File: src/rtl/flit_packetizer.sv
// flit_packetizer: network-interface injection stage in front of a router inport.
// Accepts a packet descriptor (dst X/Y, payload length) and a payload word
// stream, and emits one head flit followed by body/tail flits on a 64-bit
// flit link under the router's on/off (buffer_on_in) flow control.
//
// Ports:
//   clk, rst            clock, synchronous active-high reset
//   pkt_valid/pkt_ready descriptor handshake; pkt_dst_x/pkt_dst_y/pkt_len fields
//   data_valid/data_ready/data_in  payload word handshake (62-bit words)
//   buffer_on_in        downstream on/off (1 = may send)
//   flit_out/valid_out  registered flit link to the router inport
//   err_len             one-cycle pulse on a zero or over-long descriptor
//   flits_sent          wrapping count of emitted flits
module flit_packetizer #(
  parameter logic [2:0]  X_SRC   = 3'b000,
  parameter logic [2:0]  Y_SRC   = 3'b000,
  parameter int unsigned MAX_LEN = 15
) (
  input  logic        clk,
  input  logic        rst,
  input  logic        pkt_valid,
  output logic        pkt_ready,
  input  logic [2:0]  pkt_dst_x,
  input  logic [2:0]  pkt_dst_y,
  input  logic [3:0]  pkt_len,
  input  logic        data_valid,
  output logic        data_ready,
  input  logic [61:0] data_in,
  input  logic        buffer_on_in,
  output logic [63:0] flit_out,
  output logic        valid_out,
  output logic        err_len,
  output logic [15:0] flits_sent
);

  localparam int unsigned FLIT_W  = 64;
  localparam int unsigned DATA_W  = 62;
  localparam int unsigned COORD_W = 3;
  localparam int unsigned LEN_W   = 4;
  localparam int unsigned CNT_W   = 16;
  localparam int unsigned PAD_W   = FLIT_W - 2 - 4 * COORD_W - LEN_W;

  localparam logic [1:0] TYPE_HEAD = 2'b01;
  localparam logic [1:0] TYPE_BODY = 2'b10;
  localparam logic [1:0] TYPE_TAIL = 2'b11;

  localparam logic [LEN_W-1:0] MAX_LEN_L = LEN_W'(MAX_LEN);

  typedef enum logic [1:0] {
    S_IDLE,
    S_HEAD,
    S_PAYLOAD
  } state_e;

  state_e               state_q, state_d;
  logic [COORD_W-1:0]   dst_x_q, dst_x_d;
  logic [COORD_W-1:0]   dst_y_q, dst_y_d;
  logic [LEN_W-1:0]     len_q, len_d;
  logic [LEN_W-1:0]     rem_q, rem_d;
  logic [FLIT_W-1:0]    flit_q, flit_d;
  logic                 valid_q, valid_d;
  logic                 err_q, err_d;
  logic [CNT_W-1:0]     cnt_q, cnt_d;

  logic                 pkt_accept;
  logic                 data_hs;
  logic                 len_over;
  logic [LEN_W-1:0]     len_eff;

  // Handshake readies are combinational so back-to-back transfers need no bubble.
  assign pkt_ready  = (state_q == S_IDLE) && !rst;
  assign data_ready = (state_q == S_PAYLOAD) && buffer_on_in && !rst;

  assign pkt_accept = pkt_valid && pkt_ready;
  assign data_hs    = data_valid && data_ready;

  // Compare one bit wider so the check stays meaningful when MAX_LEN is 15.
  assign len_over = {1'b0, pkt_len} > 5'(MAX_LEN);
  assign len_eff  = len_over ? MAX_LEN_L : pkt_len;

  // Next-state and flit issue logic.
  always_comb begin
    state_d = state_q;
    dst_x_d = dst_x_q;
    dst_y_d = dst_y_q;
    len_d   = len_q;
    rem_d   = rem_q;
    flit_d  = flit_q;
    valid_d = 1'b0;
    err_d   = 1'b0;

    unique case (state_q)
      S_IDLE: begin
        if (pkt_accept) begin
          if (pkt_len == '0) begin
            err_d = 1'b1;
          end else begin
            dst_x_d = pkt_dst_x;
            dst_y_d = pkt_dst_y;
            len_d   = len_eff;
            rem_d   = len_eff;
            err_d   = len_over;
            state_d = S_HEAD;
          end
        end
      end
      S_HEAD: begin
        if (buffer_on_in) begin
          flit_d  = {TYPE_HEAD, dst_x_q, dst_y_q, X_SRC, Y_SRC, len_q, {PAD_W{1'b0}}};
          valid_d = 1'b1;
          state_d = S_PAYLOAD;
        end
      end
      S_PAYLOAD: begin
        if (data_hs) begin
          flit_d  = {(rem_q == LEN_W'(1)) ? TYPE_TAIL : TYPE_BODY, data_in[DATA_W-1:0]};
          valid_d = 1'b1;
          rem_d   = rem_q - LEN_W'(1);
          if (rem_q == LEN_W'(1)) begin
            state_d = S_IDLE;
          end
        end
      end
      default: begin
        state_d = S_IDLE;
      end
    endcase
  end

  // Counter advances together with the flit it counts.
  assign cnt_d = cnt_q + CNT_W'(valid_d);

  // State and output registers.
  always_ff @(posedge clk) begin
    if (rst) begin
      state_q <= S_IDLE;
      dst_x_q <= '0;
      dst_y_q <= '0;
      len_q   <= '0;
      rem_q   <= '0;
      flit_q  <= '0;
      valid_q <= 1'b0;
      err_q   <= 1'b0;
      cnt_q   <= '0;
    end else begin
      state_q <= state_d;
      dst_x_q <= dst_x_d;
      dst_y_q <= dst_y_d;
      len_q   <= len_d;
      rem_q   <= rem_d;
      flit_q  <= flit_d;
      valid_q <= valid_d;
      err_q   <= err_d;
      cnt_q   <= cnt_d;
    end
  end

  assign flit_out   = flit_q;
  assign valid_out  = valid_q;
  assign err_len    = err_q;
  assign flits_sent = cnt_q;

endmodule

File: config.mk
export PLATFORM = sky130hd
export DESIGN_NAME = flit_packetizer
export DESIGN_NICKNAME = d
export VERILOG_FILES = /design/src/rtl/flit_packetizer.sv
export SDC_FILE = /design/constraint.sdc
export NUM_CORES = 1
export LEC_CHECK = 0
export ABC_AREA = 1
export CORE_MARGIN = 2
export CORE_UTILIZATION = 43
export DETAILED_ROUTE_END_ITERATION = 16
export GPL_ROUTABILITY_DRIVEN = 1
export PLACE_DENSITY = 0.79
export SLEW_MARGIN = 20
export SYNTH_ARGS = -nofsm -noshare
export SYNTH_HDL_FRONTEND = slang
export SYNTH_SLANG_ARGS = --single-unit
File: constraint.sdc
create_clock -name clk -period 3 [get_ports clk]
set_clock_uncertainty 0.1 [all_clocks]
set_input_delay 0.6 -clock clk [delete_from_list [all_inputs] [get_ports clk]]
set_output_delay 0.6 -clock clk [all_outputs]
set_load 0.005 [all_outputs]
# Word level (Yosys, flattened, before mapping)
# Cells that the tools add are included.
dict set report word_totals {
  ff_bits 98
  in_bits 77
  out_inout_bits 84
  wordCells 55
}
dict set report op_classes {
  add_sub_neg 2
  n_eq_ne 8
  n_mux 18
  n_bitwise 3
  reduce_logical 15
}
# operator count
set op_table {}
lappend op_table {{$mux W64} 2}
lappend op_table {{$pmux W64 S2} 1}
lappend op_table {{$add A16 B1 Y16} 1}
lappend op_table {{$mux W4} 3}
lappend op_table {{$mux W2} 5}
lappend op_table {{$ne A2 B2 Y1 const B} 4}
lappend op_table {{$pmux W4 S2} 1}
lappend op_table {{$pmux W2 S3} 1}
lappend op_table {{$reduce_and A3 Y1} 2}
lappend op_table {{$logic_and A1 B1 Y1} 5}
lappend op_table {{$reduce_and A5 Y1} 1}
lappend op_table {{$eq A4 B1 Y1 const B} 1}
lappend op_table {{$logic_not A4 Y1} 1}
lappend op_table {{$mux W1} 4}
lappend op_table {{$reduce_and A4 Y1} 1}
lappend op_table {{$reduce_bool A2 Y1} 2}
lappend op_table {{$sub A4 B1 Y4 const B} 1}
lappend op_table {{$not A1 Y1} 3}
lappend op_table {{$reduce_or A3 Y1} 1}
lappend op_table {{$eq A2 B1 Y1 const B} 1}
lappend op_table {{$eq A2 B2 Y1 const B} 1}
lappend op_table {{$logic_not A2 Y1} 1}
lappend op_table {{$ne A2 B1 Y1 const B} 1}
lappend op_table {{$pmux W1 S2} 1}
lappend op_table {{$logic_not A1 Y1} 1}

# Depth between registers and ports, before layout
# Gate-level depths: netlist of run 1.
dict set report logic_depth {
  ltp_word 7
  depth_mapped 16
  ltp_nobuf 15
}

# Worst setup path after synthesis of run 1
# Ideal clock, no wire load.
dict set report synth_path {
  path_kind {input port to flip-flop}
  startpoint {in rst}
  endpoint {reg cnt_q[10] (netlist: flits_sent[10])}
  setup_time_ns 0.116
  t_arrival_ns 2.040
  required_time_ns 2.784
  slack_ns 0.743
  path_stages 13
  n_path_buf 1
  cell_sequence {buf_4 > clkinv_2 > nand4_2 > nand2_1 > inv_1 > nor2_1 > ha_1 > ha_1 > nand3_1 > nor3_1 > nand2_1 > o21ai_1 > a21oi_1}
}
dict set report synth_via {
  elab_chain_cells 6
}
# element line_no
set synth_lines {}
lappend synth_lines {{from (decl)} 20} ;# input logic rst,
lappend synth_lines {{$logic_not A1 Y1} 72} ;# assign data_ready = (state_q == S_PAYLOAD) && buffer_on_in && !rst;
lappend synth_lines {{$logic_and A1 B1 Y1} 72}
lappend synth_lines {{$logic_and A1 B1 Y1} 75} ;# assign data_hs = data_valid && data_ready;
lappend synth_lines {{$mux W1} 115} ;# if (data_hs) begin
lappend synth_lines {{$pmux W1 S2} 92} ;# unique case (state_q)
lappend synth_lines {{named net valid_d} 61} ;# logic valid_q, valid_d;
lappend synth_lines {{$add A16 B1 Y16} 131} ;# assign cnt_d = cnt_q + CNT_W'(valid_d);
lappend synth_lines {{to (signal assigned)} 154} ;# cnt_q <= cnt_d;
lappend synth_lines {{to (decl)} 63} ;# logic [CNT_W-1:0] cnt_q, cnt_d;
# The timed path passes the listed nets, and every way through them passes these cells.
# A chain may end at the register's enable or synchronous reset.

# Worst setup path in the final report of run 1
dict set report layout_path {
  startpoint {in buffer_on_in}
  endpoint {out data_ready}
}
dict set report layout_via {
  elab_chain_cells 2
}
# element line_no
set layout_lines {}
lappend layout_lines {{from (decl)} 29} ;# input logic buffer_on_in,
lappend layout_lines {{$logic_and A1 B1 Y1 (2 in series)} 72}
lappend layout_lines {{to (decl)} 27} ;# output logic data_ready,
# Every way passes these cells.

==> key figures, run 1 <==
CTS
  – PostCTS Resize Cnt: 0
  – Root buffer cell: clkbuf_8
  – Clock latency on the worst-skew pair: 0.35 ns
  – Clock Sinks: 98
  – TritonCTS clock tree: yes
  – Number of H-tree levels: 3
  – Worst-path clk slew: 0.09 ns
  – Setup repair bufs after CTS: 0
  – CTS Buffer Depth: 2
  – Hold buffers post-CTS: 0
  – Num CTS Buffers: 9

Placement
  – Worst slack, placed: 0.253 ns
  – Port Buffers: 160
  – Post-DP HPWL: 8.07 mm
  – Routability-driven placement congestion ratio: 0.801

GRT
  – Initial antenna violation count: 0
  – Total grt overflow: 0
  – Largest net degree at the start of global routing: 65
  – Vias in the first global route: 3730
  – First-pass GRT wire length: 17.5 mm
  – Total track usage: 0.210

Yosys
  – Synth cell types: 27
  – EDFF count, synth: 0
  – Post-synth top area share: 0.485
  – Xor/xnor share of the synthesized area: 0.00217
  – Top cells by count, synth: 192 x nand2_1, 98 x dfxtp_1, 87 x a21oi_1
  – Synth area leaders: dfxtp_1 49%, nand2_1 18%, a21oi_1 11%
  – Main combinational cell family by area after synthesis: simple AND/OR/NAND/NOR gates
  – Synth warn: 0
  – Synth area leader: dfxtp_1
  – Syn Inst Count: 553
  – Post-synthesis simple-gate area fraction: 0.282
  – Mux cell area share after synthesis: 0
  – Adder-Cell Fraction of Synth Area: 0.0279
  – FF+latch count, synth: 98
  – Seq/Total Area, Yosys: 0.485
  – Fraction of registers with async set/reset: 0
  – Syn_nets: 639
  – Count leader, synth: nand2_1
  – Compound-Gate Fraction of Synth Area: 0.130
  – Synth Flop Type: dfxtp_1
  – Syn Std Cell Area: 4040 um^2
  – Mean area per synthesized cell: 7.31 um^2

Drt
  – Final WL: 11.0 mm
  – DR WL/cell: 13.4 um
  – Residual DRC: 0
  – Iter 0 DRT Violations: 136
  – Via count: 4044
  – Router iterations before antenna repair: 4
  – Vias per cell: 4.93
  – Antenna Nets Post-Route: 0

Cells and area
  – Antenna cells: 0
  – Final-layout fill cell count: 841
  – Share of layout cells above drive strength 1: 0.0578
  – Final-stage net count: 790
  – Area delta synth->final: 45.8%
  – Reg area: 1960 um^2
  – Multi-input gate area: 1790 um^2

Min path
  – WHS Endpoint: flit_out[49]
  – Hold Crit Start: flit_out[49]
  – Hold Crit Depth: 2
  – Hold crit path type: register to register

Worst setup path
  – Worst Setup End Kind: output pin
  – CP dominant cell by count: clkdlybuf4s50_1
  – Worst r2r path cells: 9
  – CP Max Fanout: 4
  – Critical path's slowest cell: clkdlybuf4s50_1
  – Crit path buffers/inverters: 2
  – Crit path cell chain: clkdlybuf4s50_1 > nand2_1 > nor2_1 > clkdlybuf4s50_1
  – FF-to-FF Start: state_q[0]
  – R2R Setup Slk: 0.63 ns
  – Startpoint types: input port
  – Stages on worst setup path: 4
  – Crit-path leading delay family: buffers and inverters
  – Worst path max stage delay: 0.55 ns
  – Worst EP arrival: 1.86 ns
  – Worst setup path class: input port to output pin
  – R2R Path End: flit_out[7]
  – Crit path required time: 2.30 ns

Power and ir drop
  – Power per cell area: 575 nW/um^2
  – Peak VDD IR: 0.377 mV
  – Leakage Power: 2.15 nW

Die
  – Ports: 161
  – Die width: 101 um
  – Core Rows: 35
  – Die H: 101 um
  – Die area: 10200 um^2
  – Initial Utilization: 0.440
  – Core Area: 9200 um^2

Timing
  – Min Tclk post-route: 2.56 ns
  – RSZ-0062 raised after global routing: no
  – Slew at the pin with the worst max-slew slack: 0.632 ns
  – Final Cycle Share: 0.852
  – Final worst-path setup slack: 0.443 ns
  – FMAX: 391 MHz
  – Final setup viols: 0
  – Final-report max-slew violation count: 0
  – Setup total negative slack: 0 ns
  – Hold Violations, Final: 0
  – Slew HR: 0.579

Status
  – Outcome: completed

Job
  – Max-Cap Viols: 0
tightest hold or removal path: cells and delay by family, from the launching register on:
kind,cells,cell delay [ns]
DFF,1,0.32
AOI/OAI and AO/OA,1,0.05
and+or+nand+nor,1,0.06
cell families (layout without fill, tap and decap cells):
kind of cell,count (synthesis),after routing
simple gates,275,275
compound gates,105,105
flops,98,98
buf+inv,65,221
fa+ha+maj,9,9
xor+xnor,1,1
metal layers:
layer / vias up / wire, um / GRT usage / part of all wire
li1: 2062 / - / - / -
met2: 122 / 5690 / 0.387 / 0.52
met3: 20 / 543 / 0.0305 / 0.049
met4: 0 / 172 / 0.0613 / 0.016
met5: - / 0 / 0 / 0
met1: 1840 / 4580 / 0.252 / 0.42
worst max path at each step:
stage	start	end	slack, ns
after floorplan	rst	flits_sent[10]	0.74
after global placement	buffer_on_in	flits_sent[10]	0.33
after detailed placement	buffer_on_in	flits_sent[14]	0.25
after CTS	buffer_on_in	data_ready	0.44
after global routing	state_q[1]	pkt_ready	0.36
final	buffer_on_in	data_ready	0.44
per-stage QoR:
stage	util	instance area [um^2]	hold slack [ns]	total power, mW	instances
2_1_floorplan	-	4040	0.325	2.27	553
3_3_place_gp	0.620	5700	0.348	2.57	804
3_5_place_dp	0.620	5700	0.351	2.59	804
4_1_cts	0.641	5890	0.366	3.43	820
5_1_grt	0.641	5890	0.387	3.63	820
6_report	0.641	5890	0.364	3.39	820
registers in the layout, summed over array words and instances, names as in the netlist:
name and count:
dst_x_q 3, dst_y_q 3, err_len 1, flit_out 64, flits_sent 16, len_q 4, rem_q 4, state_q 2
valid_out 1
where the power goes:
group | switching [mW] | internal, mW
sequential | 0.0532 | 1.39
clock | 0.489 | 0.344
combinational | 0.686 | 0.427
cell usage in the layout, fill, tap and decap left out, types with 2 or more instances in the layout:
cell,count
nand2_1,192
clkdlybuf4s50_1,159
dfxtp_1,98
a21oi_1,87
nor2_1,32
nand3_1,30
inv_1,29
clkbuf_8,10
o21ai_0,9
o21ai_1,9
ha_1,9
buf_4,7
inv_2,5
nor3_1,5
nand2_2,4
nand4_1,4
clkinv_4,3
clkinv_1,2
nor2_2,2
inv_8,2
cell type report:
type	count	area share
inverters	37	0.0238
multi-input cells	390	0.303
repair buffers	168	0.283
flip-flops and latches	98	0.333
well taps	111	0.0236
clock inverters	6	0.00977
clock buffers	10	0.0234
No activity file was read; power rests on OpenSTA's default activity.
==> run 2, diff against run 1 <==
--- a/config.mk
+++ b/config.mk
@@ -10,7 +10,7 @@
 export CORE_UTILIZATION = 43
 export DETAILED_ROUTE_END_ITERATION = 16
 export GPL_ROUTABILITY_DRIVEN = 1
-export PLACE_DENSITY = 0.79
+export PLACE_DENSITY = 0.82
 export SLEW_MARGIN = 20
 export SYNTH_ARGS = -nofsm -noshare
 export SYNTH_HDL_FRONTEND = slang
==> run 2 against run 1 <==
  * First-iteration DRC count down 1.5%
  * Maximum frequency decreased by 1.9%
  * Count of clock-buffer cells in the layout shrank 1
  * Via count is essentially flat
  * Sequential share of layout area decreased by 0.078 points
  * Design area up 0.23%
  * Register-to-register slack lost 0.10 ns
  * Global-route usage down 0.48 points
  * Largest cell class unchanged
  * Critical path depth stayed put
==> key figures, run 2 (synthesis gave the netlist of run 1 again) <==
Drt
  – Residual DRC: 0 (unchanged)
  – Iter 0 DRT Violations: 134 (-1.5%)
  – Vias per cell: 4.94 (+0.19%)
  – Final WL: 11.0 mm (-0.15%)
  – Via count: 4042 (-0.049%)
  – Antenna Nets Post-Route: 0 (unchanged)
  – DR WL/cell: 13.4 um (about the same)
  – Router iterations before antenna repair: 4 (unchanged)

CTS
  – Clock Sinks: 98 (unchanged)
  – Num CTS Buffers: 9 (unchanged)
  – Number of H-tree levels: 3 (unchanged)
  – Setup repair bufs after CTS: 0 (unchanged)
  – TritonCTS clock tree: yes
  – Clock latency on the worst-skew pair: 0.35 ns (about the same)
  – CTS Buffer Depth: 2 (unchanged)
  – Hold buffers post-CTS: 0 (unchanged)
  – Worst-path clk slew: 0.08 ns (about the same)
  – Root buffer cell: clkbuf_8
  – PostCTS Resize Cnt: 0 (unchanged)

Worst setup path
  – Worst EP arrival: 1.91 ns (+0.05 ns)
  – Startpoint types: input port
  – FF-to-FF Start: state_q[0]
  – Crit path required time: 2.30 ns (about the same)
  – R2R Setup Slk: 0.53 ns (-0.10 ns)
  – Worst setup path class: input port to output pin
  – CP dominant cell by count: clkdlybuf4s50_1
  – R2R Path End: flit_out[28]
  – Worst Setup End Kind: output pin
  – Worst path max stage delay: 0.54 ns (about the same)
  – CP Max Fanout: 4 (unchanged)
  – Critical path's slowest cell: clkdlybuf4s50_1
  – Crit path cell chain: clkdlybuf4s50_1 > nand2_1 > nor2_1 > clkdlybuf4s50_1
  – Worst r2r path cells: 9 (unchanged)

Min path
  – Hold Crit Depth: 2 (unchanged)
  – WHS Endpoint: flit_out[45]
  – Hold crit path type: register to register
  – Hold Crit Start: flit_out[45]

GRT
  – Total grt overflow: 0 (unchanged)
  – First-pass GRT wire length: 16.9 mm (-3.4%)
  – Total track usage: 0.205 (-0.00479)
  – Largest net degree at the start of global routing: 81 (+25%)
  – Vias in the first global route: 3630 (-2.7%)
  – Initial antenna violation count: 0 (unchanged)

Die
  – Die width: 101 um (unchanged)
  – Die area: 10200 um^2 (unchanged)
  – Core Rows: 35 (unchanged)
  – Initial Utilization: 0.440 (unchanged)
  – Ports: 161 (unchanged)
  – Die H: 101 um (unchanged)
  – Core Area: 9200 um^2 (unchanged)

Timing
  – Min Tclk post-route: 2.61 ns (+0.0485 ns)
  – Setup total negative slack: 0 ns (unchanged)
  – RSZ-0062 raised after global routing: no
  – Worst hold margin: 0.364 ns (-0.000874 ns)
  – FMAX: 384 MHz (-1.9%)
  – Slew HR: 0.435 (-0.143)
  – Final Cycle Share: 0.868 (+0.0162)
  – Final-report max-slew violation count: 0 (unchanged)
  – Hold Violations, Final: 0 (unchanged)
  – Slew at the pin with the worst max-slew slack: 0.847 ns (+0.215 ns)
  – Final setup viols: 0 (unchanged)

Power and ir drop
  – Leakage Power: 2.15 nW (-0.19%)
  – Power per cell area: 589 nW/um^2 (+2.4%)
  – Peak VDD IR: 0.432 mV (+15%)

Cells and area
  – Final-stage net count: 789 (-0.13%)
  – Share of layout cells above drive strength 1: 0.0552 (-0.00267)
  – Area delta synth->final: 46.1%
  – Most frequent cells in the layout: 192 x nand2_1, 159 x clkdlybuf4s50_1, 98 x dfxtp_1
  – Max FFs per register: 64 (unchanged)
  – Most common cell after layout, fill and taps aside: nand2_1
  – Antenna cells: 0 (unchanged)
  – Final-layout fill cell count: 779 (-7.4%)

Job
  – Max-Cap Viols: 0 (unchanged)

Placement
  – Post-DP HPWL: 7.95 mm (-1.5%)
  – Port Buffers: 160 (unchanged)
  – Routability-driven placement congestion ratio: 0.867 (+8.3%)

Status
  – Outcome: completed
## run 2: changes by cell type in the layout (fill, tap and decap cells not counted)
cell,before,now
clkbuf_8,10,9
bufinv_16,0,2
inv_6,1,0
inv_8,2,0
clkinv_4,3,2
buf_4,7,6
clkinvlp_4,0,2
## run 2: through the flow
step	cells	util	total power [mW]	area, um^2	worst slack, ns
floorplan	553	-	2.27	4040	0.743
global placement	803	0.619	2.56	5690	0.326
detailed placement	803	0.619	2.59	5690	0.232
CTS	818	0.642	3.51	5910	0.395
global route	818	0.642	3.70	5910	0.330
finish	818	0.642	3.48	5910	0.395
## run 2: power by group
group          switching [mW]  internal, mW
Combinational           0.688         0.427
Sequential             0.0549          1.39
Clock                   0.449         0.468
## run 2: worst max-delay path by stage
stage                            start        endpoint  slack (ns)
after CTS                 buffer_on_in      data_ready        0.39
after floorplan                    rst  flits_sent[10]        0.74
final                     buffer_on_in      data_ready        0.39
after global placement    buffer_on_in  flits_sent[11]        0.33
after detailed placement  buffer_on_in  flits_sent[11]        0.23
after global routing      buffer_on_in      data_ready        0.33
## run 2: layer usage
layer  track usage  vias up  wire [um]
li1              -     2066          -
met1         0.245     1818       4560
met2         0.358      136       5490
met3        0.0374       22        611
met4        0.0925        0        299
met5             0        -          0
## run 2: layout make-up
type | count | area (um^2) | area share
clock buffers | 9 | 124 | 0.0210
clock inverters | 6 | 92.6 | 0.0157
inverters | 37 | 140 | 0.0237
multi-input cells | 390 | 1790 | 0.303
flip-flops and latches | 98 | 1960 | 0.332
well taps | 111 | 139 | 0.0235
repair buffers | 167 | 1660 | 0.281
## run 2: critical path, delay by kind of cell
family                 cells  cell delay (ns)
buffers and inverters      2             1.06
and+or+nand+nor            2             0.24
==> run 3, diff against run 2 <==
--- a/config.mk
+++ b/config.mk
@@ -10,7 +10,8 @@
 export CORE_UTILIZATION = 43
 export DETAILED_ROUTE_END_ITERATION = 16
 export GPL_ROUTABILITY_DRIVEN = 1
-export PLACE_DENSITY = 0.82
+export PLACE_DENSITY = 0.79
+export REMOVE_ABC_BUFFERS = 1
 export SLEW_MARGIN = 20
 export SYNTH_ARGS = -nofsm -noshare
 export SYNTH_HDL_FRONTEND = slang
==> run 3 against run 2 <==
  * Combinational power hardly changed
  * Design area is 0.32% lower
  * Total power is 0.62% lower
  * Flip-flop and latch count did not move
  * Hold slack worse by 0.0038 ns
  * Non-clock buffer count decreased by 1
  * Count of clock-buffer cells in the layout did not move
  * First-iteration DRC count rose by 21%
  * Register-to-register slack improved by 0.06 ns
  * Clock power shrank 4.0%
  * Largest cell class unchanged
  * Largest power group unchanged
==> key figures, run 3 (synthesis gave the netlist of run 1 again) <==
Status
  – Outcome: completed

GRT
  – Total grt overflow: 0 (unchanged)
  – Vias in the first global route: 3745 (+3.2%)
  – First-pass GRT wire length: 17.2 mm (+2.1%)
  – Largest net degree at the start of global routing: 81 (unchanged)
  – Total track usage: 0.209 (+0.00363)
  – Initial antenna violation count: 0 (unchanged)

CTS
  – Setup repair bufs after CTS: 0 (unchanged)
  – Worst-path clk slew: 0.09 ns (about the same)
  – Clock Sinks: 98 (unchanged)
  – Num CTS Buffers: 9 (unchanged)
  – Clock latency on the worst-skew pair: 0.34 ns (about the same)
  – Number of H-tree levels: 3 (unchanged)
  – Hold buffers post-CTS: 0 (unchanged)
  – CTS Buffer Depth: 2 (unchanged)
  – PostCTS Resize Cnt: 0 (unchanged)
  – TritonCTS clock tree: yes
  – Root buffer cell: clkbuf_8

Die
  – Initial Utilization: 0.440 (unchanged)
  – Die H: 101 um (unchanged)
  – Core Rows: 35 (unchanged)
  – Core Area: 9200 um^2 (unchanged)
  – Ports: 161 (unchanged)
  – Die width: 101 um (unchanged)
  – Die area: 10200 um^2 (unchanged)

Timing
  – Min Tclk post-route: 2.56 ns (-0.0410 ns)
  – FMAX: 390 MHz (+1.6%)
  – Final worst-path setup slack: 0.436 ns (+0.0410 ns)
  – Final Cycle Share: 0.855 (-0.0137)
  – Final setup viols: 0 (unchanged)
  – Slew at the pin with the worst max-slew slack: 0.843 ns (-0.00447 ns)
  – Final-report max-slew violation count: 0 (unchanged)
  – Setup total negative slack: 0 ns (unchanged)
  – RSZ-0062 raised after global routing: no
  – Hold Violations, Final: 0 (unchanged)
  – Slew HR: 0.438 (+0.00298)

Cells and area
  – Antenna cells: 0 (unchanged)
  – Multi-input gate area: 1790 um^2 (unchanged)
  – Reg area: 1960 um^2 (unchanged)
  – Most common cell after layout, fill and taps aside: nand2_1
  – Max FFs per register: 64 (unchanged)
  – Core Util, Final: 0.640 (-0.00204)
  – Most frequent cells in the layout: 192 x nand2_1, 159 x clkdlybuf4s50_1, 98 x dfxtp_1
  – Final-stage net count: 788 (-0.13%)
  – Final-layout fill cell count: 807 (+3.6%)
  – Area delta synth->final: 45.7%
  – Final instance area: 5890 um^2 (-0.32%)
  – Share of layout cells above drive strength 1: 0.0552 (unchanged)

Power and ir drop
  – Sw power: 1.24 mW (+3.9%)
  – Clk pwr share: 0.254 (-0.010)
  – Peak VDD IR: 0.519 mV (+20%)
  – Sequential share of power: 0.418 (+0.002)
  – Net Sw Frac: 0.358 (+0.0157)
  – Gate power share: 0.327 (+0.006)
  – Power per cell area: 587 nW/um^2 (-0.30%)
  – Pwr Total: 3.46 mW (-0.62%)
  – Internal cell power: 2.22 mW (-3.0%)
  – Leakage Power: 2.15 nW (about the same)

Drt
  – M1 wire length: 4.62 mm (+1.3%)
  – Metal2 WL: 5.55 mm (+1.0%)
  – Iter 0 DRT Violations: 162 (+21%)
  – Residual DRC: 0 (unchanged)
  – DR WL/cell: 13.5 um (+0.91%)
  – Via count: 4034 (-0.20%)
  – Router iterations before antenna repair: 4 (unchanged)
  – Max layer used: met4
  – Antenna Nets Post-Route: 0 (unchanged)
  – Vias per cell: 4.93 (-0.20%)
  – Final WL: 11.1 mm (+0.91%)
  – Routed met3 length: 587 um (-3.9%)

Placement
  – Worst slack, placed: 0.134 ns (-0.0975 ns)
  – Post-Place Cell Area: 5680 um^2 (-0.13%)
  – Port Buffers: 160 (unchanged)
  – Post-DP HPWL: 7.92 mm (-0.34%)
  – Routability-driven placement congestion ratio: 0.880 (+1.5%)

Min path
  – Hold Crit Depth: 2 (unchanged)
  – Hold crit path type: register to register

Worst setup path
  – Startpoint types: register
  – Worst r2r path cells: 9 (unchanged)
  – R2R Setup Slk: 0.59 ns (+0.06 ns)
  – Crit path required time: 2.30 ns (about the same)
  – Worst Setup End Kind: output pin
  – Worst EP arrival: 1.86 ns (-0.05 ns)
  – CP Max Fanout: 19 (+15)
  – Worst setup path class: register to output pin

Job
  – Max-Cap Viols: 0 (unchanged)
-- run 3: cell count changes in the layout (fill, tap and decap cells not counted) --
cell	delta
inv_8	+1
inv_6	+3
bufinv_16	-1
clkinv_4	-1
buf_4	-1
clkinvlp_4	-2
clkinv_2	+1
-- run 3: power by group through the flow --
stage / Clock [mW] / Sequential [mW] / Combinational, mW
finish: 0.880 / 1.45 / 1.13
global placement: 0 / 1.47 / 1.10
CTS: 0.903 / 1.45 / 1.14
detailed placement: 0 / 1.48 / 1.13
floorplan: 0 / 1.47 / 0.671
global route: 0.968 / 1.46 / 1.26
-- run 3: routing by layer --
metal | vias to the layer above | GRT usage
li1 | 2064 | -
met1 | 1830 | 0.244
met2 | 118 | 0.366
met3 | 22 | 0.0465
met4 | 0 | 0.0904
met5 | - | 0
-- run 3: metrics by stage --
stage          instances  hold slack, ns
2_1_floorplan        525           0.326
3_3_place_gp         802           0.345
3_5_place_dp         802           0.349
4_1_cts              818           0.362
5_1_grt              818           0.386
6_report             818           0.360
-- run 3: layout make-up --
class | instances | area share
clock buffer | 9 | 0.0210
sequential | 98 | 0.333
timing repair buffer | 166 | 0.281
tap | 111 | 0.0236
inverter | 37 | 0.0238
clock inverter | 7 | 0.0138
multi-input combinational | 390 | 0.304
-- run 3: path summary, 6_finish.rpt --
check / to / from
worst max-delay path: data_ready / state_q[0]
worst min-delay path: dst_y_q[2] / dst_y_q[2]
worst max register to register: flit_out[12] / state_q[0]
worst min register to register: dst_y_q[2] / dst_y_q[2]
-- run 3: worst max-delay path: stages, from the launching register on --
cell and delay [ns]:
dfxtp_1 0.35, inv_1 0.09, ha_1 0.19, buf_4 0.24, nand2_1 0.07, nor2_1 0.09
clkdlybuf4s50_1 0.50
